--- src/rtl/rsa_core_if.sv ---
// Operand/result bundle for rsa_core. The core_err signal exists only when
// RSA_CORE_ERR_EN is defined.
interface rsa_core_if;
    logic       core_start;
    logic [7:0] core_m;
    logic [7:0] core_e;
    logic [7:0] core_n;
    logic       core_rdy;
    logic [7:0] core_c;
`ifdef RSA_CORE_ERR_EN
    logic       core_err;

    modport master (output core_start, core_m, core_e, core_n,
                    input  core_rdy, core_c, core_err);
    modport slave  (input  core_start, core_m, core_e, core_n,
                    output core_rdy, core_c, core_err);
`else
    modport master (output core_start, core_m, core_e, core_n,
                    input  core_rdy, core_c);
    modport slave  (input  core_start, core_m, core_e, core_n,
                    output core_rdy, core_c);
`endif
endinterface

--- src/rtl/rsa_core.sv ---
// 8-bit modular exponentiation m^e mod n, fixed 64-cycle right-to-left square-and-multiply.
// Optional operand check and core_err output are enabled by macro RSA_CORE_ERR_EN.
module rsa_core #(
    parameter bit CLK_EDGE = 1'b1
) (
    input  logic     core_clk,
    input  logic     core_rst,
    rsa_core_if.slave bus
);
    typedef enum logic [1:0] {IDLE, EXP, DONE} state_e;

    state_e     state_q, state_d;
    logic [7:0] e_q, e_d;
    logic [7:0] n_q, n_d;
    logic [7:0] base_q, base_d;
    logic [7:0] result_q, result_d;
    logic [7:0] pAcc_q, pAcc_d;
    logic [7:0] sAcc_q, sAcc_d;
    logic [7:0] c_q, c_d;
    logic [5:0] cyc_q, cyc_d;
    logic       rdy_q, rdy_d;
    logic [2:0] bitIdx;
    logic [7:0] pNext, sNext;
    logic       activeClk;
`ifdef RSA_CORE_ERR_EN
    logic       err_q, err_d;
    logic       bad_q, bad_d;
    logic       badOps;
`endif

    // One step of the bit-serial interleaved multiplier: r = 2r + b*a, then two conditional subtracts.
    function automatic logic [7:0] modStep(input logic [7:0] r, input logic [7:0] a,
                                           input logic b, input logic [7:0] n);
        logic [9:0] acc;
        acc = {1'b0, r, 1'b0} + (b ? {2'b00, a} : 10'd0);
        if (acc >= {2'b00, n}) acc = acc - {2'b00, n};
        if (acc >= {2'b00, n}) acc = acc - {2'b00, n};
        return acc[7:0];
    endfunction

    assign activeClk = CLK_EDGE ? core_clk : ~core_clk;
    assign bitIdx    = 3'd7 - cyc_q[2:0];
    assign pNext     = modStep(pAcc_q, result_q, base_q[bitIdx], n_q);
    assign sNext     = modStep(sAcc_q, base_q, base_q[bitIdx], n_q);
`ifdef RSA_CORE_ERR_EN
    assign badOps    = (bus.core_n < 8'd2) || (bus.core_m >= bus.core_n);
`endif

    always_comb begin
        state_d  = state_q;
        e_d      = e_q;
        n_d      = n_q;
        base_d   = base_q;
        result_d = result_q;
        pAcc_d   = pAcc_q;
        sAcc_d   = sAcc_q;
        c_d      = c_q;
        cyc_d    = cyc_q;
        rdy_d    = rdy_q;
`ifdef RSA_CORE_ERR_EN
        err_d    = err_q;
        bad_d    = bad_q;
`endif
        case (state_q)
            IDLE, DONE: begin
                if (bus.core_start) begin
                    e_d      = bus.core_e;
                    n_d      = bus.core_n;
                    base_d   = bus.core_m;
                    result_d = 8'd1;
                    pAcc_d   = 8'd0;
                    sAcc_d   = 8'd0;
                    cyc_d    = 6'd0;
                    rdy_d    = 1'b0;
                    state_d  = EXP;
`ifdef RSA_CORE_ERR_EN
                    err_d    = 1'b0;
                    bad_d    = badOps;
`endif
                end
            end
            EXP: begin
                pAcc_d = pNext;
                sAcc_d = sNext;
                cyc_d  = cyc_q + 6'd1;
                // Bit slot boundary: commit square and (conditionally) product, restart accumulators.
                if (cyc_q[2:0] == 3'd7) begin
                    pAcc_d = 8'd0;
                    sAcc_d = 8'd0;
                    base_d = sNext;
                    if (e_q[cyc_q[5:3]]) result_d = pNext;
                end
                if (cyc_q == 6'd63) begin
                    c_d     = e_q[7] ? pNext : result_q;
                    rdy_d   = 1'b1;
                    state_d = DONE;
                end
`ifdef RSA_CORE_ERR_EN
                if (bad_q) begin
                    c_d     = 8'h00;
                    rdy_d   = 1'b1;
                    err_d   = 1'b1;
                    state_d = DONE;
                end
`endif
            end
            default: state_d = IDLE;
        endcase
    end

    always_ff @(posedge activeClk or negedge core_rst) begin
        if (!core_rst) begin
            state_q  <= IDLE;
            e_q      <= 8'd0;
            n_q      <= 8'd0;
            base_q   <= 8'd0;
            result_q <= 8'd0;
            pAcc_q   <= 8'd0;
            sAcc_q   <= 8'd0;
            c_q      <= 8'd0;
            cyc_q    <= 6'd0;
            rdy_q    <= 1'b0;
`ifdef RSA_CORE_ERR_EN
            err_q    <= 1'b0;
            bad_q    <= 1'b0;
`endif
        end else begin
            state_q  <= state_d;
            e_q      <= e_d;
            n_q      <= n_d;
            base_q   <= base_d;
            result_q <= result_d;
            pAcc_q   <= pAcc_d;
            sAcc_q   <= sAcc_d;
            c_q      <= c_d;
            cyc_q    <= cyc_d;
            rdy_q    <= rdy_d;
`ifdef RSA_CORE_ERR_EN
            err_q    <= err_d;
            bad_q    <= bad_d;
`endif
        end
    end

    assign bus.core_rdy = rdy_q;
    assign bus.core_c   = c_q;
`ifdef RSA_CORE_ERR_EN
    assign bus.core_err = err_q;
`endif
endmodule

--- src/flat_wrapper.sv ---
// flat-port wrapper written by rule: the top's interface ports become plain ports
module rsa_core_flat 
#(
    parameter bit CLK_EDGE = 1'b1
)
  (core_clk, core_rst, bus_core_start, bus_core_m, bus_core_e, bus_core_n, bus_core_rdy, bus_core_c);
  rsa_core_if bus_i ();
  input  logic core_clk;
  input  logic core_rst;
  input wire logic [$bits(bus_i.core_start)-1:0] bus_core_start;
  input wire logic [$bits(bus_i.core_m)-1:0] bus_core_m;
  input wire logic [$bits(bus_i.core_e)-1:0] bus_core_e;
  input wire logic [$bits(bus_i.core_n)-1:0] bus_core_n;
  output wire logic [$bits(bus_i.core_rdy)-1:0] bus_core_rdy;
  output wire logic [$bits(bus_i.core_c)-1:0] bus_core_c;
  assign bus_i.core_start = bus_core_start;
  assign bus_i.core_m = bus_core_m;
  assign bus_i.core_e = bus_core_e;
  assign bus_i.core_n = bus_core_n;
  assign bus_core_rdy = bus_i.core_rdy;
  assign bus_core_c = bus_i.core_c;
  rsa_core #(.CLK_EDGE(CLK_EDGE)) u_core (.core_clk(core_clk), .core_rst(core_rst), .bus(bus_i));
endmodule
--- config.mk ---
export PLATFORM = sky130hd
export DESIGN_NAME = rsa_core_flat
export DESIGN_NICKNAME = d
export VERILOG_FILES = /design/src/rtl/rsa_core_if.sv /design/src/rtl/rsa_core.sv /design/src/flat_wrapper.sv
export SDC_FILE = /design/constraint.sdc
export NUM_CORES = 1
export LEC_CHECK = 0
export CAP_MARGIN = 30
export CORE_MARGIN = 4
export CORE_UTILIZATION = 60
export DETAILED_ROUTE_END_ITERATION = 10
export HOLD_SLACK_MARGIN = 0.05
export PLACE_DENSITY_LB_ADDON = 0.2
export SLEW_MARGIN = 20
export SYNTH_ARGS = -nofsm -noshare
export SYNTH_HDL_FRONTEND = slang
export SYNTH_SLANG_ARGS = --single-unit
--- constraint.sdc ---
create_clock -name core_clk -period 7.47 [get_ports core_clk]
set_input_delay 1.494 -clock core_clk [delete_from_list [all_inputs] [get_ports core_clk]]
set_output_delay 1.494 -clock core_clk [all_outputs]
set_load 0.01 [all_outputs]
==> metrics.txt <==
Hold WS roughly 0.5 ns; GRT Resource Usage Total between 20% and 30%; final WL around 14000 microns; yosys warns 0; setup violators final 0; vias in the first global route between 4000 and 5000; Crit path required time about 7.7 ns; PortBufs 35; clk sink count 65; DR vias ~4600; largest net degree at the start of global routing 66; CTS tree done; Max FO, Critical Path 19; fillers between 600 and 700; largest family of logic cells by synthesized area compound AO/OA/AOI/OAI gates; Synth Area in Compound Gates 20.9%; post-CTS setup buffers 0; Crit path buffers/inverters 2; drt pass-1 iters 5; WP data arrival approximately 7.2 ns; first-pass GRT wire length about 23000 microns; Initial Utilization approximately three fifths; flop-to-flop setup slack roughly 0.57 ns; synthesized area per cell 9.02 sq um; Longest Clk Path Bufs 2; final worst path period share ~90%; Vert. Die Dim about 100 microns; max-slew violations 0; CTS buffer count 9; First DRT Iteration DRCs approximately 420; row cnt 34; Seq/Total Area, Yosys around 31%; DR WL/cell 18.3 microns; routed length on met2 6110 microns; met1 WL 6380 microns; minimum clock period 6.90 ns; placed cells between 700 and 800; vias per cell 6.22; Crit path max-delay family compound AO/OA/AOI/OAI gates; Final GP Congestion between 0.9 and 1; Post-synth ARST share 100%; Syn Nets 668; utilization after layout approximately 70%; Setup TNS 0 ns; slowest stage delay, CP approximately 0.54 ns; final hold viol count 0; Worst Setup End Kind flop; post-synthesis cell count between 500 and 600; nets@finish ~710; XOR/XNOR Fraction of Synth Area between 4 and 5%; Yosys cell types between 60 and 70; CP max-delay cell mux4_2; CTS H-tree lvls 3; clk_lat worst skew between 0.3 and 0.4 ns; PostCTS Resize Cnt 0; count of state elements after synthesis 65; CP startpoint kind flop; Die W between 100 and 150 microns; EDFF count, synth 0; Worst Max-Slew Pin Slew around 0.96 ns; Top Metal Used met4; hold crit path type flop to flop; FF+latch area roughly 1600 sq um; Rel. slew slack 36.3%; RSZ-0062 raised after global routing no; Placeable Area 8640 sq um; die area roughly 10000 sq um; share of cells above drive strength 1 between 10 and 15%; Clock Skews a little over 0.01 ns; CTS clk-pin slew, worst paths 0.08 ns; max cap viols 0; CTS Hold Bufs 0; fmax ~140 MHz; status finished clean; DRC 0; mux cell area share after synthesis under 10%; main flop type after synthesis dfrtp_1; Worst Path Class, Setup flop to flop; Ports 36; synth-to-layout area growth 12.8%; fin cells 738; Root Driver clkbuf_8; initial antenna violation count 0; antenna-violating nets left 0; Post-Synthesis Cell Area 5300 sq um; DP Wirelength around 10000 microns; Adder-Cell Fraction of Synth Area 13.6%; area of the multi-input gates between 3000 and 4000 sq um; WL met3 between 700 and 800 microns; total global routing overflow 0; Antenna Cells 0; simple-gate portion of the synthesized area 18.1%
## state kept, by name (all words and copies together) (netlist names)
register	flops
u_core.cyc_q	6
u_core.base_q	8
u_core.pAcc_q	8
u_core.e_q	8
u_core.state_q	2
u_core.bus.core_rdy	1
u_core.sAcc_q	8
u_core.result_q	8
u_core.n_q	8
u_core.bus.core_c	8
## per-stage QoR
| step | worst slack [ns] | area [sq um] |
|---|---|---|
| finish | 0.573 | 5970 |
| global route | 0.152 | 5970 |
| CTS | 0.512 | 5970 |
| detailed placement | 0.512 | 5750 |
| global placement | 0.775 | 5750 |
| floorplan | 1.21 | 5300 |
## worst min-delay path, cell delays in order (launching register included)
cell     delay (ns)
dfrtp_1        0.35
nand2_1        0.05
nand2_1        0.06
## layer usage
metal	up-vias	track usage (%)
li1	2197	-
met1	2192	40.0
met2	174	43.4
met3	30	4.30
met4	0	8.58
met5	-	0
## cell usage after synthesis, drive strengths merged, types with 3 or more instances
cell type,instances,area [sq um]
a21o,5,37.5
o22ai,6,37.5
clkbuf,9,33.8
mux4,4,90.1
xor2,7,68.8
a22o,3,26.3
o211ai,3,22.5
nand3,6,42.5
or2,4,25.0
a21boi,4,30.0
nor2,41,154
nand2,72,270
a22oi,9,67.6
mux2,17,206
a21bo,5,50.1
nor3,5,25.0
nand4,4,31.3
or3,9,61.3
o21a,13,97.6
fa,6,120
nand3b,6,48.8
ha,48,601
o31a,6,53.8
o21ai,59,303
a211oi,4,30.0
mux2i,16,160
buf,4,32.5
nand2b,14,87.6
a21oi,34,174
xnor2,20,175
dfrtp,65,1630
inv,30,113
nor2b,21,131
## logic make-up after synthesis
family / after synthesis
AOI/OAI and AO/OA: 168
xor gates and xnor gates: 27
adders and majority gates: 54
buffers and inverters: 43
DFF: 65
muxes: 37
and+or+nand+nor: 193
## layout make-up
| class | instances | share of cell area, % |
|---|---|---|
| Timing Repair Buffer | 40 | 6.41 |
| Tap cell | 108 | 2.26 |
| Sequential cell | 65 | 27.2 |
| Inverter | 30 | 1.89 |
| Clock inverter | 6 | 1.53 |
| Multi-Input combinational cell | 479 | 58.5 |
| Clock buffer | 10 | 2.14 |
## path summary, 6_finish.rpt
kind,from,endpoint,cells after the start
min in group asynchronous,core_rst,u_core.n_q[3]$_DFFE_PN0P_,2
max reg2reg,u_core.cyc_q[0]$_DFFE_PN0P_,u_core.pAcc_q[1]$_DFFE_PN0P_,26
max in group asynchronous,core_rst,u_core.state_q[0]$_DFFE_PN0P_,2
min reg2reg,u_core.e_q[2]$_DFFE_PN0P_,u_core.e_q[2]$_DFFE_PN0P_,2
min,u_core.e_q[2]$_DFFE_PN0P_,u_core.e_q[2]$_DFFE_PN0P_,2
max,u_core.cyc_q[0]$_DFFE_PN0P_,u_core.pAcc_q[1]$_DFFE_PN0P_,26
## layout by cell type (no fill, tap or decap), types with 4 or more instances in the layout
| cell type | netlist | layout |
|---|---|---|
| nand2_1 | 72 | 72 |
| dfrtp_1 | 65 | 65 |
| ha_1 | 48 | 48 |
| o21ai_0 | 43 | 43 |
| nor2_1 | 41 | 41 |
| clkdlybuf4s50_1 | 0 | 34 |
| a21oi_1 | 33 | 33 |
| inv_1 | 30 | 30 |
| xnor2_1 | 20 | 20 |
| nor2b_1 | 21 | 20 |
| mux2i_1 | 16 | 15 |
| nand2b_1 | 14 | 14 |
| o21ai_1 | 14 | 14 |
| o21a_1 | 13 | 13 |
| mux2_2 | 13 | 13 |
| a22oi_1 | 9 | 9 |
| clkbuf_8 | 0 | 9 |
| or3_1 | 8 | 8 |
| xor2_1 | 6 | 6 |
| o22ai_1 | 6 | 6 |
| fa_1 | 6 | 6 |
| a21o_1 | 5 | 5 |
| o31a_1 | 5 | 5 |
| nand3_1 | 5 | 5 |
| nor3_1 | 5 | 5 |
| nand3b_1 | 5 | 5 |
| a21bo_2 | 5 | 5 |
| buf_4 | 0 | 5 |
| a211oi_1 | 4 | 4 |
| mux4_2 | 4 | 4 |
| mux2_4 | 4 | 4 |
Power is not shown: default switching activity piles up to over one toggle a cycle in this logic, so the estimate is an artifact.
